### src/rtl/mb_add_sched_pkg.sv
// rtl/mb_add_sched_pkg.sv - shared types and constants for the multi-byte add scheduler
package mb_add_sched_pkg;

    typedef enum logic [1:0] {
        IDLE = 2'd0,
        RUN  = 2'd1,
        RESP = 2'd2
    } state_t;

    localparam int ID_W = 1;

endpackage

### src/rtl/add8_slice.sv
// rtl/add8_slice.sv - combinational 8-bit ripple-carry adder slice
module add8_slice (
    input  logic [7:0] a,
    input  logic [7:0] b,
    input  logic       cin,
    output logic [7:0] sum,
    output logic       cout
);

    logic c;

    always_comb begin
        c   = cin;
        sum = 8'd0;
        for (int i = 0; i < 8; i++) begin
            sum[i] = a[i] ^ b[i] ^ c;
            c      = (a[i] & b[i]) | (c & (a[i] ^ b[i]));
        end
        cout = c;
    end

endmodule

### src/rtl/mb_add_sched.sv
// rtl/mb_add_sched.sv - round-robin scheduler sharing one 8-bit adder slice between two requesters
module mb_add_sched
    import mb_add_sched_pkg::*;
#(
    parameter int NBYTES = 4
) (
    input  logic                  clk,
    input  logic                  rst_n,
    input  logic                  req0_valid,
    output logic                  req0_ready,
    input  logic [8*NBYTES-1:0]   req0_a,
    input  logic [8*NBYTES-1:0]   req0_b,
    input  logic                  req0_cin,
    input  logic                  req1_valid,
    output logic                  req1_ready,
    input  logic [8*NBYTES-1:0]   req1_a,
    input  logic [8*NBYTES-1:0]   req1_b,
    input  logic                  req1_cin,
    output logic                  rsp_valid,
    input  logic                  rsp_ready,
    output logic [ID_W-1:0]       rsp_id,
    output logic [8*NBYTES-1:0]   rsp_sum,
    output logic                  rsp_cout
);

    localparam int W     = 8 * NBYTES;
    localparam int IDX_W = (NBYTES > 1) ? $clog2(NBYTES) : 1;
    localparam logic [IDX_W-1:0] LAST_IDX = IDX_W'(NBYTES - 1);

    state_t            state, state_nx;
    logic              last_q;
    logic [ID_W-1:0]   id_q;
    logic [W-1:0]      a_q, b_q, sum_q;
    logic              cout_q;
    logic [IDX_W-1:0]  idx;
    logic              carry;
    logic              any_valid;
    logic              gnt;
    logic              accept;
    logic [7:0]        s_sum;
    logic              s_cout;

    // On a tie the requester not served last wins; otherwise whoever is valid.
    always_comb begin
        any_valid = req0_valid | req1_valid;
        gnt       = 1'b0;
        if (req0_valid && req1_valid)
            gnt = ~last_q;
        else
            gnt = req1_valid;
    end

    assign req0_ready = (state == IDLE) && any_valid && !gnt;
    assign req1_ready = (state == IDLE) && any_valid && gnt;
    assign accept     = req0_ready | req1_ready;

    add8_slice u_slice (
        .a    (a_q[{idx, 3'b000} +: 8]),
        .b    (b_q[{idx, 3'b000} +: 8]),
        .cin  (carry),
        .sum  (s_sum),
        .cout (s_cout)
    );

    always_comb begin
        state_nx = state;
        case (state)
            IDLE:    if (accept) state_nx = RUN;
            RUN:     if (idx == LAST_IDX) state_nx = RESP;
            RESP:    if (rsp_ready) state_nx = IDLE;
            default: state_nx = IDLE;
        endcase
    end

    always_ff @(posedge clk or negedge rst_n) begin
        if (!rst_n) begin
            state  <= IDLE;
            last_q <= 1'b1;
            id_q   <= '0;
            a_q    <= '0;
            b_q    <= '0;
            sum_q  <= '0;
            cout_q <= 1'b0;
            idx    <= '0;
            carry  <= 1'b0;
        end else begin
            state <= state_nx;
            case (state)
                IDLE: begin
                    if (accept) begin
                        a_q   <= gnt ? req1_a   : req0_a;
                        b_q   <= gnt ? req1_b   : req0_b;
                        carry <= gnt ? req1_cin : req0_cin;
                        id_q  <= gnt;
                        idx   <= '0;
                    end
                end
                RUN: begin
                    sum_q[{idx, 3'b000} +: 8] <= s_sum;
                    carry <= s_cout;
                    idx   <= idx + 1'b1;
                    if (idx == LAST_IDX)
                        cout_q <= s_cout;
                end
                RESP: begin
                    if (rsp_ready)
                        last_q <= id_q;
                end
                default: ;
            endcase
        end
    end

    assign rsp_valid = (state == RESP);
    assign rsp_id    = id_q;
    assign rsp_sum   = sum_q;
    assign rsp_cout  = cout_q;

endmodule

### config.mk
export PLATFORM = sky130hd
export DESIGN_NAME = mb_add_sched
export DESIGN_NICKNAME = d
export VERILOG_FILES = /design/src/rtl/mb_add_sched_pkg.sv /design/src/rtl/add8_slice.sv /design/src/rtl/mb_add_sched.sv
export SDC_FILE = /design/constraint.sdc
export NUM_CORES = 1
export LEC_CHECK = 0
export ABC_AREA = 1
export BUFFER_PORTS_ARGS = -buffer_cell sky130_fd_sc_hd__buf_2
export CAP_MARGIN = 20
export CORE_ASPECT_RATIO = 1.1
export CORE_MARGIN = 3
export CORE_UTILIZATION = 52
export CTS_CLUSTER_SIZE = 28
export DETAILED_ROUTE_END_ITERATION = 16
export GPL_TIMING_DRIVEN = 0
export PLACE_DENSITY = 0.87
export SKIP_LAST_GASP = 1
export SYNTH_ARGS = -nofsm -noshare
export SYNTH_HDL_FRONTEND = slang
export SYNTH_SLANG_ARGS = --single-unit
### constraint.sdc
create_clock -name clk -period 6 [get_ports clk]
set_clock_uncertainty 0.2 [all_clocks]
set_input_delay 1.2 -clock clk [delete_from_list [all_inputs] [get_ports clk]]
set_output_delay 1.2 -clock clk [all_outputs]
set_load 0.005 [all_outputs]
==> results of run 1 <==
## cell usage after synthesis
library cell    n  area share [%]
o22ai_1         8            0.86
dfstp_2         1            0.45
nor3_1          3            0.26
inv_1          20             1.3
clkbuf_1       10            0.65
o21ai_0        38             3.3
buf_1           2            0.13
nor3_2          2            0.34
dfrtp_1       103              44
inv_2           3            0.19
o31ai_1         1            0.13
fa_1            8             2.8
nor2_4          1            0.19
nor2_1         25             1.6
buf_6           2            0.39
buf_2          26             2.2
nand2_2         3            0.32
buf_4          10             1.3
ha_1            6             1.3
nand3_1       109             9.4
o21ai_1         7            0.60
nand2_1       428              28
nor2_2          2            0.22
## logic make-up (layout without fill, tap and decap cells)
logic type	after synthesis	count (layout)	share of synthesized area, %
buf+inv	73	261	6.19
flops	104	104	44.9
simple gates	573	573	40.0
compound gates	54	54	4.87
fa+ha+maj	14	14	4.05
## registers in the layout, indices dropped and copies added (netlist names)
signal    flops
last_q        1
a_q          32
b_q          32
rsp_id        1
rsp_cout      1
rsp_sum      32
idx           2
carry         1
state         2
## through the flow
stage          total power, mW  util (%)  hold WS (ns)
6_report                  3.98      67.5         0.275
5_1_grt                   4.27      67.5         0.293
4_1_cts                   3.93      67.5         0.280
3_5_place_dp              3.30      64.6         0.261
3_3_place_gp              3.22      64.3         0.259
2_1_floorplan             2.58         -         0.244
## metal layers
layer | vias to the layer above | share of wire [%]
met1 | 2733 | 39
met3 | 53 | 7.7
li1 | 2951 | -
met5 | - | 0
met4 | 0 | 3.4
met2 | 304 | 50
## worst paths after layout
path                        startpoint          end  slack (ns)
min in group asynchronous        rst_n  rsp_sum[23]        0.68
max in group asynchronous        rst_n       a_q[2]        4.23
max                             idx[0]  rsp_sum[31]        1.07
min reg2reg                rsp_sum[15]  rsp_sum[15]        0.28
max reg2reg                     idx[0]  rsp_sum[31]        1.07
min                        rsp_sum[15]  rsp_sum[15]        0.28
## tightest hold or removal path: cells and delay by family (launching register included)
family | cells | cell delay [ns]
flops | 1 | 0.34
simple gates | 2 | 0.10
## power by group
group / total (mW) / leakage, nW / switching [mW] / internal, mW
Combinational: 2.16 / 2.68 / 1.41 / 0.754
Sequential: 1.22 / 1.33 / 0.198 / 1.02
Clock: 0.598 / 0.148 / 0.253 / 0.345
Total: 3.98 / 4.16 / 1.86 / 2.12
## final cells by class
type,instances,share of cell area [%]
multi-input cells,641,39.6
flip-flops and latches,104,36.3
repair buffers,172,12.3
plain buffers,50,3.80
clock buffers,11,3.52
well taps,143,2.49
inverters,23,1.20
clock inverters,5,0.767
==> out/metrics.cfg, run 1 <==
[run_status]
outcome=finished, final reports clean

[timing]
setup_violations=0
relSlewSlack_pct=56.1
post-route-worst-setup-slack_ns=1.07
period_share_pct=82.2
drv_slew=0
hold_viol=0
fmax_mhz=203
fin_crit_ns=4.93
tns_ns=0
worst_slew_pin_slew_ns=0.659
rsz0062_at_grt=no

[grt]
busiest_layer=met2
grtUsageTotal_pct=26.5
grt_util_met3_pct=3.57
met2_usage_pct=45.0
antenna_found_initial=0
grt_use_met1_pct=33.7
grt_start_max_net_pins=56
overflow=0
grt_pass1_wl_um=26300
grt_pass1_vias=5710

[cts]
clkLatencyLatePin_ns=0.34
cts_resized=0
clockBufferDepth=2
tritoncts_num_sinks=104
cts_buffers=9
clockRootBuffer=clkbuf_16
post_cts_buffers=0
hold_buffers=0
cts_tree=built
htreeDepth=3
clkTransAtPathRegs_ns=0.07

[cells_and_area]
multi_input_area_mm2=0.00284
nets=1150
fillCellCount=941
fin_area_mm2=0.00718
syn2layout_area_growth_pct=23.6
final_layout_size_suffix_gt1_share_pct=23.7
n_antenna_cell=0
instances_no_fill=1149
layout_commonest_cell=nand2_1
seqCellArea_mm2=0.00260
final_cell_mix=nand2_1 (428), buf_2 (196), nand3_1 (109)

[synthesis]
yosysSeqAreaShare_pct=44.9
synth-seq-cells=104
synth_warnings=0
syn_inst=818
synth.avg_cell_area_um2=7.10
synth_nets=967
synth.distinct_cells=23
synth_area_mm2=0.00580

[worst_setup_path]
worst_setup_path_end_kind=flip-flop
path_class=flip-flop to flip-flop
cp_max_fo=10
critPathLaunchType=flip-flop
path_depth=18
reg2reg_depth=18
cp_cell_sequence=buf_4 > clkbuf_1 > o21ai_0 > o22ai_1 > fa_1 > fa_1 > inv_1 > fa_1 > fa_1 > fa_1 > fa_1 > inv_1 > fa_1 > fa_1 > nand2_1 > nor2_1 > nand2_1 > o21ai_1
worstPathBufferInverterCount=4
max_stage_delay_ns=0.51
cp.arrival_ns=4.96
critPathTopFamily=adder cells
slowest_stage=fa_1
crit_required_ns=6.03
cp_common_cell=fa_1

[die]
start_util_pct=54.6
core_mm2=0.0106
die_h_um=117
dieWidth_um=107
die-area_mm2=0.0125
rows=39
pin_count=172

[placed_design]
dp_cells=1133
dp_hpwl_um=12100
port_buffers=171
place_ws_ns=1.23
placed_cell_area_mm2=0.00687
gp_congestion=0.993

[pwr]
leakage_nw=4.16
ir_drop_v=0.000365
power_density_mw_per_mm2=554

[routing]
drtIter0Drc=397
avgRoutedWirePerCell_um=14.3
drt-total-wl_um=16500
firstDrtPassIters=5
ant_nets=0
via_per_inst=5.26
drc=0
vias=6041

[min_path]
min_path_type=flip-flop to flip-flop
worstHoldPathCells=2

[run]
drv_cap=0

Note: power is estimated with default switching activity, not from simulation.
==> inputs of run 2 (changes only) <==
clock period = 4.7 ns   (was 6 ns; I/O delays follow)
==> run 2 against run 1 <==
Against the previous run:
- largest power group unchanged
- critical endpoint unchanged
- combinational power up 31%
- largest cell class unchanged
- non-clock buffer count did not move
- flip-flop and latch count unchanged
- highest routed layer unchanged
==> out/metrics.cfg, run 2 (synthesis gave the netlist of run 1 again) <==
[pwr]
power_density_mw_per_mm2=712  ; was 554 mW/mm2
leakage_nw=4.18  ; was 4.16 nW
ir_drop_v=0.000468  ; was 0.000365 V
clkPwrFrac_pct=14.8  ; was 15.0%
power.internal_mw=2.75  ; was 2.12 mW
p_sw_share_pct=46.5  ; was 46.8%
pwr-share-comb_pct=54.9  ; was 54.4%
seq_power_share_pct=30.2  ; was 30.6%
power.switching_mw=2.39  ; was 1.86 mW

[die]
die-area_mm2=0.0125  ; unchanged
pin_count=172  ; unchanged
die_h_um=117  ; unchanged
dieWidth_um=107  ; unchanged
start_util_pct=54.6  ; unchanged
core_mm2=0.0106  ; unchanged
rows=39  ; unchanged

[placed_design]
port_buffers=171  ; unchanged
gp_congestion=0.993  ; unchanged
dp_hpwl_um=12100  ; unchanged
dp_cells=1133  ; unchanged
placed_cell_area_mm2=0.00687  ; unchanged

[timing]
relSlewSlack_pct=56.6  ; was 56.1%
timing.hold.ws_ns=0.275  ; about the same
period_share_pct=96.1  ; was 82.2%
worst_slew_pin_slew_ns=0.651  ; was 0.659 ns
drv_slew=0  ; unchanged
fin_crit_ns=4.52  ; was 4.93 ns
setup_violations=0  ; unchanged
hold_viol=0  ; unchanged
fmax_mhz=221  ; was 203 MHz
rsz0062_at_grt=no  ; unchanged

[cells_and_area]
post-route-util_pct=67.9  ; was 67.5%
nets=1150  ; unchanged
n_antenna_cell=0  ; unchanged
fin_area_mm2=0.00722  ; was 0.00718 mm2
instances_no_fill=1149  ; unchanged
syn2layout_area_growth_pct=24.5  ; was 23.6%
final_cell_mix=nand2_1 (428), buf_2 (193), nand3_1 (109)  ; was nand2_1 (428), buf_2 (196), nand3_1 (109)
fillCellCount=920  ; was 941
layout_commonest_cell=nand2_1  ; unchanged
final_layout_size_suffix_gt1_share_pct=24.6  ; was 23.7%

[worst_setup_path]
crit_required_ns=4.73  ; was 6.03 ns
slowest_stage=fa_2  ; was fa_1
path_class=flip-flop to flip-flop  ; unchanged
cp_max_fo=10  ; unchanged
critPathTopFamily=adder cells  ; unchanged
r2r_end=rsp_sum[31]  ; unchanged
cp_cell_sequence=buf_4 > inv_4 > buf_6 > o21ai_0 > o22ai_2 > fa_2 > fa_1 > inv_1 > fa_1 > fa_1 > fa_1 > fa_1 > inv_1 > fa_1 > fa_2 > nand2_1 > nor2_1 > nand2_1 > o21ai_1  ; was buf_4 > clkbuf_1 > o21ai_0 > o22ai_1 > fa_1 > fa_1 > inv_1 > fa_1 > fa_1 > fa_1 > fa_1 > inv_1 > fa_1 > fa_1 > nand2_1 > nor2_1 > nand2_1 > o21ai_1
critPathLaunchType=flip-flop  ; unchanged
path_depth=19  ; was 18
worstPathBufferInverterCount=5  ; was 4
worstReg2RegStart=idx[0]  ; unchanged
cp_common_cell=fa_1  ; unchanged
cp.arrival_ns=4.55  ; was 4.96 ns
max_stage_delay_ns=0.49  ; was 0.51 ns
reg2reg_depth=19  ; was 18
worst_setup_path_end_kind=flip-flop  ; unchanged
r2r_slack_ns=0.18  ; was 1.07 ns

[routing]
drc=0  ; unchanged
via_per_inst=5.28  ; was 5.26
vias=6068  ; was 6041
drt-total-wl_um=16500  ; about the same
avgRoutedWirePerCell_um=14.3  ; about the same
firstDrtPassIters=5  ; unchanged
ant_nets=0  ; unchanged
drtIter0Drc=357  ; was 397

[min_path]
worstHoldPathCells=2  ; unchanged
min_path_type=flip-flop to flip-flop  ; unchanged
min-delay-start=rsp_sum[15]  ; unchanged
hold_end=rsp_sum[15]  ; unchanged

[grt]
grt_pass1_wl_um=26300  ; unchanged
grt_start_max_net_pins=56  ; unchanged
grtUsageTotal_pct=26.5  ; about the same
antenna_found_initial=0  ; unchanged
grt_pass1_vias=5731  ; was 5710
overflow=0  ; unchanged

[cts]
clockBufferDepth=2  ; unchanged
clockRootBuffer=clkbuf_16  ; unchanged
clkLatencyLatePin_ns=0.34  ; about the same
tritoncts_num_sinks=104  ; unchanged
htreeDepth=3  ; unchanged
cts_buffers=9  ; unchanged
hold_buffers=0  ; unchanged
cts_tree=built  ; unchanged
clkTransAtPathRegs_ns=0.07  ; about the same

[run]
drv_cap=0  ; unchanged

[run_status]
outcome=finished, final reports clean  ; unchanged

-- run 2: changes by cell type in the layout (fill, tap and decap cells not counted), sizes merged --
| cell | previous run | this run |
|---|---|---|
| buf | 212 | 213 |
| clkbuf | 21 | 20 |
-- run 2: repair_timing --
action / CTS / global route
pin swaps: 0 / 2
setup buffers: 0 / 0
resized for setup: 4 / 19
setup endpoints to repair: 4 / 6
-- run 2: how the worst max path moves through the flow --
stage,startpoint,to
5_1_grt,idx[0],rsp_sum[31]
2_1_floorplan,idx[0],rsp_sum[31]
6_report,idx[0],rsp_sum[31]
3_5_place_dp,idx[0],rsp_sum[15]
4_1_cts,idx[0],rsp_sum[15]
3_3_place_gp,idx[0],rsp_sum[15]
-- run 2: area by class of cell --
class	count	area, um2	area share [%]
Buffer	50	299	4.14
Timing Repair Buffer	172	886	12.3
Clock buffer	11	253	3.50
Multi-Input combinational cell	641	2860	39.6
Sequential cell	104	2610	36.1
Inverter	23	88.8	1.23
Clock inverter	5	55.1	0.762
Tap cell	143	179	2.48
-- run 2: power by group through the flow --
stage | Clock [mW] | Combinational, mW | Sequential, mW
after floorplan | 0 | 1.79 | 1.49
after global placement | 0 | 2.57 | 1.54
after detailed placement | 0 | 2.66 | 1.55
after CTS | 0.768 | 2.72 | 1.54
after global routing | 0.809 | 3.12 | 1.59
final | 0.763 | 2.82 | 1.55
-- run 2: metal layers --
metal / global-route usage [%] / wire (um)
met4: 14.2 / 631
met2: 44.5 / 8090
met1: 33.8 / 6500
met3: 3.57 / 1250
met5: 0 / 0
-- run 2: through the flow --
step	total power [mW]	TNS (ns)	setup slack, ns
2_1_floorplan	3.29	0	0.525
3_3_place_gp	4.11	0	0.0269
3_5_place_dp	4.21	-0.143	-0.0732
4_1_cts	5.03	0	0.0370
5_1_grt	5.51	0	0.0330
6_report	5.14	0	0.184
-- run 2: tightest hold or removal path: cells and delay by family (launching register included) --
kind,cells,cell delay [ns]
DFF,1,0.34
and+or+nand+nor,2,0.10
